$ cat config.mk
export PLATFORM = sky130hd
export DESIGN_NAME = itcm_loader
export DESIGN_NICKNAME = d
export VERILOG_FILES = /design/src/rtl/itcm_loader.sv
export SDC_FILE = /design/constraint.sdc
export NUM_CORES = 1
export LEC_CHECK = 0
export ABC_CLOCK_PERIOD_IN_PS = 4100
export CELL_PAD_IN_SITES_DETAIL_PLACEMENT = 0
export CELL_PAD_IN_SITES_GLOBAL_PLACEMENT = 1
export CORE_ASPECT_RATIO = 1.75
export CORE_MARGIN = 1
export CORE_UTILIZATION = 29
export CTS_CLUSTER_DIAMETER = 40
export DETAILED_ROUTE_END_ITERATION = 8
export GPL_ROUTABILITY_DRIVEN = 0
export PLACE_DENSITY = 0.75
export SKIP_CTS_REPAIR_TIMING = 1
export SLEW_MARGIN = 20
export SYNTH_ARGS = -nofsm -noshare
export SYNTH_HDL_FRONTEND = slang
export SYNTH_SLANG_ARGS = --single-unit
export TNS_END_PERCENT = 30
$ cat constraint.sdc
create_clock -name sys_root_clk -period 4.1 [get_ports sys_root_clk]
set_clock_uncertainty 0.15 [all_clocks]
set_input_delay 0.615 -clock sys_root_clk [delete_from_list [all_inputs] [get_ports sys_root_clk]]
set_output_delay 0.615 -clock sys_root_clk [all_outputs]
set_load 0.01 [all_outputs]
$ cat src/rtl/itcm_loader.sv
// itcm_loader: assembles a little-endian byte stream into 32-bit words and
// writes them into an ITCM window through single, non-pipelined AHB-Lite
// NONSEQ write transfers.
module itcm_loader #(
    parameter int          AW        = 15,
    parameter logic [31:0] BASE_ADDR = 32'h0000_0000
) (
    input  logic          sys_root_clk,
    input  logic          sys_root_rst,
    input  logic          start,
    input  logic [AW-2:0] len_words,
    input  logic          abort,
    input  logic          s_valid,
    input  logic [7:0]    s_data,
    output logic          s_ready,
    output logic [31:0]   haddr,
    output logic [1:0]    htrans,
    output logic [2:0]    hsize,
    output logic          hwrite,
    output logic [3:0]    hprot,
    output logic [31:0]   hwdata,
    input  logic          hready,
    input  logic          hresp,
    output logic          busy,
    output logic          done,
    output logic          err,
    output logic [AW-2:0] words_written
);

    typedef enum logic [2:0] {S_IDLE, S_COLLECT, S_ADDR, S_DATA, S_ERR} state_t;

    state_t        state, state_nxt;
    logic [AW-2:0] len_q;
    logic [AW-3:0] offset;
    logic [1:0]    lane;
    logic [31:0]   word_q;
    logic          abort_pend;

    logic          start_ok, byte_ok, data_err, data_ok, last_word, stop_req;
    logic [AW-2:0] ww_inc;
    logic [AW-1:0] addr_lo;

    // Abort beats a coincident start in IDLE.
    assign start_ok  = (state == S_IDLE) && start && !abort;
    assign byte_ok   = s_ready && s_valid;
    assign data_err  = (state == S_DATA) && hresp;
    assign data_ok   = (state == S_DATA) && hready && !hresp;
    assign ww_inc    = words_written + 1'b1;
    assign last_word = (ww_inc == len_q);
    // An abort seen during ADDR is remembered so the transfer can finish first.
    assign stop_req  = abort || abort_pend;
    // Offset wraps naturally inside the window; upper address bits come from BASE_ADDR.
    assign addr_lo   = BASE_ADDR[AW-1:0] + {offset, 2'b00};

    assign hsize  = 3'b010;
    assign hprot  = 4'b0011;
    assign hwdata = word_q;

    // State register.
    always_ff @(posedge sys_root_clk) begin
        if (sys_root_rst) state <= S_IDLE;
        else              state <= state_nxt;
    end

    // Next-state and state-decoded outputs.
    always_comb begin
        state_nxt = state;
        s_ready   = 1'b0;
        htrans    = 2'b00;
        hwrite    = 1'b0;
        busy      = 1'b0;
        case (state)
            S_IDLE: begin
                if (start_ok && (len_words != '0)) state_nxt = S_COLLECT;
            end
            S_COLLECT: begin
                s_ready = 1'b1;
                busy    = 1'b1;
                if (abort)                          state_nxt = S_IDLE;
                else if (byte_ok && lane == 2'd3)   state_nxt = S_ADDR;
            end
            S_ADDR: begin
                htrans = 2'b10;
                hwrite = 1'b1;
                busy   = 1'b1;
                if (hready) state_nxt = S_DATA;
            end
            S_DATA: begin
                busy = 1'b1;
                if (hresp)       state_nxt = S_ERR;
                else if (hready) state_nxt = (last_word || stop_req) ? S_IDLE : S_COLLECT;
            end
            S_ERR:   state_nxt = S_IDLE;
            default: state_nxt = S_IDLE;
        endcase
    end

    // Datapath: load setup, byte assembly, address latch, completion bookkeeping.
    always_ff @(posedge sys_root_clk) begin
        if (sys_root_rst) begin
            len_q         <= '0;
            offset        <= '0;
            lane          <= 2'd0;
            word_q        <= 32'h0;
            abort_pend    <= 1'b0;
            haddr         <= BASE_ADDR;
            done          <= 1'b0;
            err           <= 1'b0;
            words_written <= '0;
        end else begin
            done <= 1'b0;
            case (state)
                S_IDLE: begin
                    if (start_ok) begin
                        len_q         <= len_words;
                        offset        <= '0;
                        lane          <= 2'd0;
                        err           <= 1'b0;
                        words_written <= '0;
                        abort_pend    <= 1'b0;
                        if (len_words == '0) done <= 1'b1;
                    end
                end
                S_COLLECT: begin
                    if (!abort && byte_ok) begin
                        word_q[8*lane +: 8] <= s_data;
                        lane                <= lane + 2'd1;
                        // haddr is latched once per word and then held until the next one.
                        if (lane == 2'd3) haddr <= {BASE_ADDR[31:AW], addr_lo};
                    end
                end
                S_ADDR: begin
                    if (abort) abort_pend <= 1'b1;
                end
                S_DATA: begin
                    if (abort) abort_pend <= 1'b1;
                    if (data_err) begin
                        err <= 1'b1;
                    end else if (data_ok) begin
                        words_written <= ww_inc;
                        offset        <= offset + 1'b1;
                        if (last_word && !stop_req) done <= 1'b1;
                    end
                end
                default: ;
            endcase
        end
    end

endmodule
## After elaboration in Yosys (flattened, before gate mapping)

Index checks and enable logic that the tools add are counted.

| word-level totals | value |
|---|---|
| output and inout bits | 92 |
| register bits after elaboration | 94 |
| input bits | 29 |
| logic and storage cells | 97 |

| cells by class | value |
|---|---|
| shift-type cells | 2 |
| reduce and logical (&&, ||, !) cells | 31 |
| add/sub/neg operators | 4 |
| equal/unequal tests | 15 |
| multiplexer cells | 35 |

Operators with widths:

| operator | count |
|---|---|
| $mux W14 | 3 |
| $mux W13 | 3 |
| $neg A5 Y34 | 1 |
| $shift A8 B34 Y32 const A | 1 |
| $shiftx A8 B34 Y32 | 1 |
| $bwmux W32 | 1 |
| $pmux W14 S2 | 1 |
| $pmux W13 S2 | 1 |
| $mux W3 | 6 |
| $add A14 B1 Y14 const B | 1 |
| $eq A14 B14 Y1 | 1 |
| $logic_not A14 Y1 | 1 |
| $reduce_bool A14 Y1 | 1 |
| $add A13 B1 Y13 const B | 1 |
| $mux W1 | 12 |
| $ne A2 B2 Y1 const B | 6 |
| $pmux W3 S4 | 1 |
| $reduce_and A3 Y1 | 4 |
| $logic_and A1 B1 Y1 | 10 |
| $reduce_and A4 Y1 | 2 |
| $eq A3 B2 Y1 const B | 2 |
| $mux W2 | 3 |
| $ne A3 B3 Y1 const B | 2 |
| $pmux W1 S2 | 3 |
| 12 further kinds | 19 |

## Longest topological paths before layout

| logic depth | value |
|---|---|
| word-level depth | 7 |
| depth in mapped cells | 8 |

## Worst setup path after synthesis

OpenSTA, ideal clock, no wires.

| timing | value |
|---|---|
| kind | in2reg |
| start | input start |
| end | register offset[12] |
| slack | 1.849 ns |
| data arrival time | 2.031 ns |
| data required time | 3.880 ns |
| cell stages on the path | 6 |
| path through | or3b_4 o22ai_4 nand2_2 or3_4 or3_1 a21oi_1 |

| on the way | value |
|---|---|
| cells in the longest elaborated chain, start to end | 4 |

RTL lines:

| element | RTL line | source |
|---|---|---|
| start: declaration | 10 | `input logic start,` |
| $logic_and A1 B1 Y1 (2 in series) | 44 | `assign start_ok = (state == S_IDLE) && start && !abort;` |
| $ne A2 B2 Y1 (no line) | - |  |
| $reduce_and A4 Y1 (no line) | - |  |
| end signal: assignment | 141 | `offset <= offset + 1'b1;` |
| end: declaration | 34 | `logic [AW-3:0] offset;` |

Every way passes these cells.
A chain may end at the register's enable or synchronous reset.

## Worst setup path after layout

Ends and elaborated chain as after synthesis.

==> impl_metrics.yaml <==
floorplan:
  coreArea_mm2: 0.0150
  io_pins: 121
  die_area_mm2: 0.0159
  rows: 59
  initial_utilization_pct: 29.8
  die_x_um: 95.8
  die_y_um: 166
critical_path:
  worst_ep_arrival_time_ns: 2.77
  crit_buf_inv: 2
  crit_path_end_kind: "flop"
  cpMaxStageDelayCell: "clkdlybuf4s50_1"
  cp_max_fo: 14
  cp_slowest_stage_delay_ns: 0.49
  path_class: "input port to flop"
  cp_top_family: "simple AND/OR/NAND/NOR gates"
  required_ns: 4.22
  cp-start-kind: "input port"
  worstPathCellList: "clkdlybuf4s50_1 > or3b_4 > o22ai_4 > buf_4 > nand2_2 > or3_4 > or3_1 > a21oi_1"
  regToRegSetupSlack_ns: 1.47
yosys:
  synth_edf_count: 0
  ys_top_cells_by_area: "dfxtp_1, a21oi_1, nand2_1"
  syn-mean-instance-area_um2: 7.80
  synth_warnings: 0
  synth_area_mm2: 0.00446
  ys_seq_elements: 94
  ys.flop_type: "dfxtp_1"
  postSynthCellCount: 572
  synth_top_area_share_pct: 42.2
  yosysSeqAreaShare_pct: 42.2
  synth_top_area_cell: "dfxtp_1"
  synth.distinct_cells: 45
  async_flop_share_pct: 0
global_route:
  grt_util_met2_pct: 27.4
  grt_overflow: 0
  grt_pass1_wl_mm: 19.4
  grt.busiest_layer: "met2"
  grtUsageMet1_pct: 17.4
  use_met3_pct: 3.07
  antenna_found_initial: 0
  track_usage_pct: 15.7
  first_global_vias: 3940
  grt_max_degree: 55
routing:
  drtIter0Drc: 115
  antenna_left: 0
  viasPerCell: 4.98
  wl_per_cell_um: 14.1
  vias: 4166
  detail_route.first_pass.iterations: 5
  drc_errors: 0
  wl_mm: 11.8
cts:
  worst_skew_pair.late_latency_ns: 0.35
  cts_sinks: 94
  cts_max_level: 3
  root_buffer: "clkbuf_16"
  cts_tree: "done"
  path_clk_slew_ns: 0.06
  cts_max_path_buffers: 2
  cts_buffers: 9
cells_and_area:
  n_antenna_cell: 0
  syn2layout_area_growth_pct: 28.8
  post-route-util_pct: 38.4
  multi_input_area_mm2: 0.00231
  drive_gt1_share_pct: 4.29
  fillCellCount: 1580
  regArea_mm2: 0.00188
  finalNetCount: 684
  final_area_mm2: 0.00575
sta:
  hold_violations: 0
  slew_violations: 0
  finalSetupTns_ns: 0
  maxSlewHeadroom_pct: 33.8
  rsz0062_at_grt: "no"
  post-route-period-util_pct: 64.5
  fmax_ghz: 0.378
  setup_viol: 0
  worst_pin_slew_ns: 0.993
  fin_crit_ns: 2.65
placement:
  port-buffer-count: 93
  placed_cell_area_mm2: 0.00542
  dp_hpwl_mm: 8.81
power_and_ir_drop:
  pwr-share-clk_pct: 46.4
  max-vdd-ir-drop_v: 0.000192
  power_frac_comb_pct: 6.9
  internal_power_mw: 1.55
  netSwitchingPower_uw: 450
  power_density_mw_per_mm2: 347
  seq_power_share_pct: 46.7
  power_leakage_nw: 1.92
  switching_share_pct: 22.5
status:
  status: "finished, final reports clean"
worst_hold_path:
  hold_class: "flop to flop"
run:
  max_cap_viol_count: 0
[power by group through the flow]
stage               combinational, mW  sequential, mW  clock (mW)
finish                          0.138           0.932       0.928
global route                    0.154           0.933       0.986
CTS                             0.138           0.933       0.940
detailed placement              0.138           0.953           0
global placement                0.137           0.953           0
floorplan                      0.0977           0.951           0
[cells in the mapped netlist, types with 2 or more instances]
cell type and n:
nand2_1 102, dfxtp_1 94, a21oi_1 88, nand3_1 41
nor2_1 40, buf_4 28, clkbuf_1 26, o21ai_0 16
xnor2_1 15, nand4_1 10, nor3_1 10, or3_1 10
xor2_1 10, nor4_1 8, ha_1 7, inv_1 7
and3_1 6, a22oi_1 5, and2_1 5, nand2b_1 4
nor3b_1 4, and4_1 3, buf_2 3, nand3b_1 3
a211oi_1 2, a311oi_1 2, conb_1 2, mux2i_1 2
nor4b_1 2, or2_2 2
[cell type report]
| cell class | instances | share of cell area [%] |
|---|---|---|
| clock buffer | 11 | 4.40 |
| timing repair buffer | 98 | 16.8 |
| multi-input combinational | 438 | 40.3 |
| clock inverter | 5 | 1.41 |
| inverter | 7 | 0.457 |
| tap | 183 | 3.98 |
| sequential | 94 | 32.7 |
[stage by stage]
step / hold slack (ns) / worst slack (ns) / power (mW) / cells
6_report: 0.302 / 1.45 / 2.00 / 836
5_1_grt: 0.320 / 1.28 / 2.07 / 836
4_1_cts: 0.306 / 1.44 / 2.01 / 836
3_5_place_dp: 0.296 / 1.10 / 1.09 / 820
3_3_place_gp: 0.293 / 1.10 / 1.09 / 820
2_1_floorplan: 0.286 / 1.85 / 1.05 / 597
[flip-flops by register name (all words and copies together), names as in the netlist]
name,flops
done,1
state,3
offset,13
abort_pend,1
words_written,14
hwdata,32
haddr,13
lane,2
len_q,14
err,1
[final timing paths]
check / depth (start not counted) / start / end
worst min-delay path: 2 / hwdata[3] / hwdata[3]
worst max-delay path: 8 / start / offset[12]
worst max register to register: 6 / words_written[0] / state[0]
worst min register to register: 2 / hwdata[3] / hwdata[3]
[cells in the final DEF, fill, tap and decap left out, types with 6 or more instances in the layout]
cell / Yosys / routed
conb_1: 2 / 27
a21oi_1: 88 / 88
clkbuf_16: 0 / 9
nand2_1: 102 / 102
xnor2_1: 15 / 15
inv_1: 7 / 7
nand4_1: 10 / 10
o21ai_0: 16 / 16
or3_1: 10 / 10
nor4_1: 8 / 8
and3_1: 6 / 6
nor2_1: 40 / 40
nand3_1: 41 / 41
nor3_1: 10 / 10
clkdlybuf4s50_1: 0 / 92
xor2_1: 10 / 10
ha_1: 7 / 7
dfxtp_1: 94 / 94
[per-layer routing]
metal / up-vias / wire (µm)
met1: 1923 / 4660
met2: 138 / 6220
met5: - / 0
met4: 0 / 384
met3: 27 / 500
li1: 2078 / -
[cell families (layout without fill, tap and decap cells)]
family,Yosys count,count (layout),share of synthesized area (%)
buffers and inverters,65,121,8.07
muxes,2,2,0.449
xor gates and xnor gates,25,25,4.91
AOI/OAI and AO/OA,120,120,14.8
DFF,94,94,42.2
and+or+nand+nor,257,257,27.5
other,2,27,0.168
adders and majority gates,7,7,1.96
[worst register-to-register path, stage by stage, from the launching register on]
cell and delay, ns:
dfxtp_1 0.56, ha_1 0.36, nand3_1 0.24, or4_1 0.57
a21oi_1 0.23, nand4_1 0.22, o2bb2ai_1 0.18
Note: power is estimated with default switching activity, not from simulation.
